### src/rtl/serial_compare_ctrl_if.sv
// -----------------------------------------------------------------------------
// serial_compare_ctrl_if
// Request/result bundle between a requesting master and serial_compare_ctrl.
//
// Signals:
//   start  master -> slave  request, sampled only while busy=0
//   a, b   master -> slave  WIDTH-bit unsigned operands, captured with start
//   busy   slave  -> master comparison in progress
//   done   slave  -> master one-cycle pulse, lt/eq/gt freshly updated
//   lt/eq/gt slave -> master registered result, held until the next done
//
// Handshake: a request is accepted on any rising edge where start=1 and
// busy=0 (the controller is idle or in its done cycle); a and b are captured
// on that same edge. start while busy=1 is ignored. Exactly one done pulse
// follows each accepted request unless reset intervenes.
// -----------------------------------------------------------------------------
interface serial_compare_ctrl_if #(
  parameter int WIDTH = 8
);
  logic             start;
  logic [WIDTH-1:0] a;
  logic [WIDTH-1:0] b;
  logic             busy;
  logic             done;
  logic             lt;
  logic             eq;
  logic             gt;

  modport master (
    output start, a, b,
    input  busy, done, lt, eq, gt
  );

  modport slave (
    input  start, a, b,
    output busy, done, lt, eq, gt
  );
endinterface

### src/rtl/serial_compare_ctrl.sv
// -----------------------------------------------------------------------------
// serial_compare_ctrl
// Compares two WIDTH-bit unsigned operands one 2-bit digit per cycle (MSB
// digit first) through a single 2-bit combinational comparator, stopping at
// the first unequal digit. Result is registered and reported with done.
//
// Ports:
//   clk        rising-edge clock
//   rst_n      synchronous active-low reset
//   bus        serial_compare_ctrl_if.slave (start/a/b in, busy/done/lt/eq/gt out)
//   dbg_state  current FSM state (0=IDLE, 1=RUN, 2=DONE)
// -----------------------------------------------------------------------------

// 2-bit unsigned magnitude comparator, purely combinational.
module comparator_2bit (
  input  logic A1,
  input  logic A0,
  input  logic B1,
  input  logic B0,
  output logic lt,
  output logic gt,
  output logic eq
);
  assign lt = ({A1, A0} <  {B1, B0});
  assign gt = ({A1, A0} >  {B1, B0});
  assign eq = ({A1, A0} == {B1, B0});
endmodule

module serial_compare_ctrl #(
  parameter int WIDTH = 8
) (
  input  logic                  clk,
  input  logic                  rst_n,
  serial_compare_ctrl_if.slave  bus,
  output logic [1:0]            dbg_state
);
  localparam int NDIG = WIDTH / 2;
  localparam int CW   = $clog2(NDIG + 1);

  generate
    if ((WIDTH < 2) || ((WIDTH % 2) != 0)) begin : g_bad_width
      $error("serial_compare_ctrl: WIDTH must be even and >= 2");
    end
  endgenerate

  typedef enum logic [1:0] {
    S_IDLE = 2'd0,
    S_RUN  = 2'd1,
    S_DONE = 2'd2
  } state_t;

  state_t           state_q, state_d;
  logic [WIDTH-1:0] sa_q, sa_d;
  logic [WIDTH-1:0] sb_q, sb_d;
  logic [CW-1:0]    cnt_q, cnt_d;
  logic             lt_q, lt_d;
  logic             eq_q, eq_d;
  logic             gt_q, gt_d;

  logic c_lt, c_gt, c_eq;

  // Comparator sees the current top digit directly; decision logic uses its
  // outputs in the same cycle.
  comparator_2bit u_cmp (
    .A1 (sa_q[WIDTH-1]),
    .A0 (sa_q[WIDTH-2]),
    .B1 (sb_q[WIDTH-1]),
    .B0 (sb_q[WIDTH-2]),
    .lt (c_lt),
    .gt (c_gt),
    .eq (c_eq)
  );

  // State register
  always_ff @(posedge clk) begin
    if (!rst_n) begin
      state_q <= S_IDLE;
      sa_q    <= '0;
      sb_q    <= '0;
      cnt_q   <= '0;
      lt_q    <= 1'b0;
      eq_q    <= 1'b0;
      gt_q    <= 1'b0;
    end else begin
      state_q <= state_d;
      sa_q    <= sa_d;
      sb_q    <= sb_d;
      cnt_q   <= cnt_d;
      lt_q    <= lt_d;
      eq_q    <= eq_d;
      gt_q    <= gt_d;
    end
  end

  // Next-state and datapath
  always_comb begin
    state_d = state_q;
    sa_d    = sa_q;
    sb_d    = sb_q;
    cnt_d   = cnt_q;
    lt_d    = lt_q;
    eq_d    = eq_q;
    gt_d    = gt_q;
    unique case (state_q)
      S_IDLE, S_DONE: begin
        // DONE accepts start just like IDLE so requests can run back to back.
        if (bus.start) begin
          sa_d    = bus.a;
          sb_d    = bus.b;
          cnt_d   = CW'(NDIG);
          state_d = S_RUN;
        end else begin
          state_d = S_IDLE;
        end
      end
      S_RUN: begin
        if (c_lt || c_gt) begin
          lt_d    = c_lt;
          gt_d    = c_gt;
          eq_d    = 1'b0;
          state_d = S_DONE;
        end else if (c_eq) begin
          if (cnt_q == CW'(1)) begin
            lt_d    = 1'b0;
            gt_d    = 1'b0;
            eq_d    = 1'b1;
            state_d = S_DONE;
          end else begin
            sa_d  = {sa_q[WIDTH-3:0], 2'b00};
            sb_d  = {sb_q[WIDTH-3:0], 2'b00};
            cnt_d = cnt_q - CW'(1);
          end
        end
      end
      default: state_d = S_IDLE;
    endcase
  end

  // Outputs
  always_comb begin
    bus.busy  = (state_q == S_RUN);
    bus.done  = (state_q == S_DONE);
    bus.lt    = lt_q;
    bus.eq    = eq_q;
    bus.gt    = gt_q;
    dbg_state = state_q;
  end
endmodule

### src/flat_wrapper.sv
// flat-port wrapper written by rule: the top's interface ports become plain ports
module serial_compare_ctrl_flat 
#(
  parameter int WIDTH = 8
)
  (clk, rst_n, dbg_state, bus_start, bus_a, bus_b, bus_busy, bus_done, bus_lt, bus_eq, bus_gt);
  serial_compare_ctrl_if #(.WIDTH(WIDTH)) bus_i ();
  input  logic clk;
  input  logic rst_n;
  output logic [1:0] dbg_state;
  input wire logic [$bits(bus_i.start)-1:0] bus_start;
  input wire logic [$bits(bus_i.a)-1:0] bus_a;
  input wire logic [$bits(bus_i.b)-1:0] bus_b;
  output wire logic [$bits(bus_i.busy)-1:0] bus_busy;
  output wire logic [$bits(bus_i.done)-1:0] bus_done;
  output wire logic [$bits(bus_i.lt)-1:0] bus_lt;
  output wire logic [$bits(bus_i.eq)-1:0] bus_eq;
  output wire logic [$bits(bus_i.gt)-1:0] bus_gt;
  assign bus_i.start = bus_start;
  assign bus_i.a = bus_a;
  assign bus_i.b = bus_b;
  assign bus_busy = bus_i.busy;
  assign bus_done = bus_i.done;
  assign bus_lt = bus_i.lt;
  assign bus_eq = bus_i.eq;
  assign bus_gt = bus_i.gt;
  serial_compare_ctrl #(.WIDTH(WIDTH)) u_core (.clk(clk), .rst_n(rst_n), .bus(bus_i), .dbg_state(dbg_state));
endmodule
### config.mk
export PLATFORM = sky130hd
export DESIGN_NAME = serial_compare_ctrl_flat
export DESIGN_NICKNAME = d
export VERILOG_FILES = /design/src/rtl/serial_compare_ctrl_if.sv /design/src/rtl/serial_compare_ctrl.sv /design/src/flat_wrapper.sv
export SDC_FILE = /design/constraint.sdc
export NUM_CORES = 1
export LEC_CHECK = 0
export BUFFER_PORTS_ARGS = -buffer_cell sky130_fd_sc_hd__clkbuf_2
export CORE_AREA = 2 2 60 62
export DETAILED_ROUTE_END_ITERATION = 12
export DIE_AREA = 0 0 62 64
export PLACE_DENSITY_LB_ADDON = 0.25
export REMOVE_ABC_BUFFERS = 1
export SYNTH_ARGS = -nofsm -noshare
export SYNTH_HDL_FRONTEND = slang
export SYNTH_SLANG_ARGS = --single-unit
### constraint.sdc
create_clock -name clk -period 5.6 [get_ports clk]
set_input_delay 1.68 -clock clk [delete_from_list [all_inputs] [get_ports clk]]
set_output_delay 1.68 -clock clk [all_outputs]
set_load 0.1 [all_outputs]
==> flow_summary_export.csv <==
group,metric,value,unit
sta,slew_viol_final,0,
yosys,ys_ff_latch,24,
yosys,syn_inst,134,
placement,hpwl,1.74,mm
sta,tns,0,ps
route,routed_via_density,4.76,
min_path,hold_start,"u_core.bus.gt$_SDFFE_PN0P_",
sta,worstMarginPinSlew,691,ps
clock_network,cts_made_buffers,3,
setup_path,required,3920,ps
yosys,yosysTopAreaCell,"dfxtp_1",
yosys,syn_area_per_cell,8.51,sq um
clock_network,cts_resized,0,
setup_path,cp.arrival,2200,ps
clock_network,cts_setup_buffers,0,
die,die-area,3970,sq um
clock_network,h-tree-depth,1,
clock_network,cts.path.max_buffers,2,
placement,dp_slack,2060,ps
sta,setup_viol,0,
finish,drive_above_1_share,0.232,
global_routing,antenna_found_initial,0,
finish,layout_commonest_cell,"nand2_1",
global_routing,grt_pass1_wl,3.89,mm
yosys,yosysWarnings,0,
die,rows,21,
finish,num-nets-final,180,
die,die_height,64,microns
die,ios,26,
die,core_area,3280,sq um
finish,design_area,1300,sq um
yosys,syn-cell-area,1140,sq um
yosys,yosysUniqueCellTypes,26,
sta,setup_ws,1720,ps
pwr,fin_total_pwr,416,uW
min_path,hp-class,"flip-flop to flip-flop",
route,route.detailed.drc,0,
clock_network,clkTransAtPathRegs,130,ps
yosys,synthDominantCellAreaShare,0.422,
setup_path,crit_fanout,18,
global_routing,grt_pass1_vias,872,
global_routing,gr-total-overflow,0,
setup_path,reg2reg_depth,5,
job,cap_violations,0,
clock_network,insertion_delay,310,ps
route,first_pass_iters,4,
global_routing,grt_usage,0.130,
sta,fin_skew,7.74,ps
placement,place.port_buffers,25,
yosys,synth.area.top_cells,"dfxtp_1, nand2_1, a311oi_2",
pwr,power.leakage,0.000548,uW
clock_network,cts_tree,"yes",
yosys,ys_seq_area_frac,0.422,
setup_path,reg2reg_to,"u_core.sa_q[2]$_SDFFE_PN0P_",
placement,gp_congestion,0.765,
pwr,ir_worst_vdd,0.122,mV
clock_network,holdBufCountCts,0,
finish,area_growth,14.3,%
die,initial_core_util,0.347,
route,drt_iter0_markers,53,
route,avgRoutedWirePerCell,11.3,microns
setup_path,rr_startpoint,"u_core.dbg_state[0]$_SDFFE_PN0P_",
finish,fin_util,0.397,
min_path,min_to,"u_core.bus.gt$_SDFFE_PN0P_",
clock_network,cts_num_sinks,24,
pwr,power.density,319,nW/um^2
sta,max_clock_freq,0.258,GHz
finish,layout_common_cells,"nand2_1, clkbuf_2, dfxtp_1",
sta,fin_crit,3880,ps
placement,placed_cell_area,1280,sq um
sta,period_share,0.692,
route,detail-route-antenna-nets,0,
die,fp.dieW,62,microns
sta,slew_headroom,0.539,
min_path,hold_path_depth,2,
setup_path,r2r_slack,3530,ps
clock_network,ctsRootBufferMaster,"clkbuf_4",
route,dr_total_vias,957,
sta,rsz0062_at_grt,"false",
setup_path,crit_type,"flip-flop to primary output",
run_status,outcome,"finished, final reports clean",
setup_path,worst_setup_path_end_kind,"primary output",
setup_path,critPathLaunchType,"flip-flop",
sta,hold_viol,0,
finish,diodes,0,
route,wl,2.27,mm
global_routing,grt_max_degree,25,
## per-layer routing
| layer | vias to the layer above | part of all wire | track usage | routed length (microns) |
|---|---|---|---|---|
| li1 | 505 | - | - | - |
| met3 | 2 | 0.051 | 0.0526 | 116 |
| met4 | 0 | 0.0031 | 0.0160 | 7 |
| met5 | - | 0 | 0 | 0 |
| met2 | 20 | 0.47 | 0.203 | 1060 |
| met1 | 430 | 0.48 | 0.171 | 1090 |
## worst max-delay path by stage
stage	start	end	slack, ps
global placement	u_core.dbg_state[1]$_SDFFE_PN0P_	bus_busy	2110
floorplan	u_core.dbg_state[0]$_SDFFE_PN0P_	bus_busy	1480
finish	u_core.dbg_state[0]$_SDFFE_PN0P_	bus_busy	1720
global route	u_core.dbg_state[0]$_SDFFE_PN0P_	bus_busy	1490
detailed placement	u_core.dbg_state[0]$_SDFFE_PN0P_	bus_busy	2060
CTS	u_core.dbg_state[0]$_SDFFE_PN0P_	bus_busy	1690
## synthesized netlist by cell type, drive strengths merged
master,count
or3,1
o211a,1
nand2b,2
nor3,2
a21oi,6
nor2,13
o31ai,1
o32ai,1
o41ai,1
inv,7
nor2b,5
and2,1
buf,3
a311oi,12
dfxtp,24
o21ai,4
or2,1
clkbuf,5
nand3,5
nand2,33
o2111ai,1
ha,4
or4,1
## power by group
part	internal, uW	switching, uW
Clock	25.2	49.9
Sequential	191	10.8
Combinational	40.1	98.5
## worst max-delay path: stages, from the launching register on
cell,delay (ps)
dfxtp_1,410
nand2b_1,390
inv_1,540
clkbuf_2,550
## stage by stage
| stage | hold slack, ps | std cells |
|---|---|---|
| after floorplan | 437 | 126 |
| after global placement | 450 | 198 |
| final | 467 | 201 |
| after CTS | 472 | 201 |
| after global routing | 496 | 201 |
| after detailed placement | 454 | 198 |
## cells by family (layout without fill, tap and decap cells)
family          after synthesis  count (layout)  share of synthesized area
simple gates                 64              64                      0.244
compound gates               27              27                      0.224
flops                        24              24                      0.422
buf+inv                      15              36                     0.0670
fa+ha+maj                     4               4                     0.0439
## final cells by class
type | instances | area (sq um)
clock buffer | 3 | 22.5
fill | 368 | 1980
inverter | 7 | 26.3
multi-input combinational | 95 | 583
sequential | 24 | 480
tap | 46 | 57.6
timing repair buffer | 26 | 133
## sequential cells by signal, summed over array words and instances (netlist names)
register          cells
u_core.bus.gt         1
u_core.bus.lt         1
u_core.bus.eq         1
u_core.sb_q           8
u_core.cnt_q          3
u_core.sa_q           8
u_core.dbg_state      2
Power figures use the tool's default switching activity.
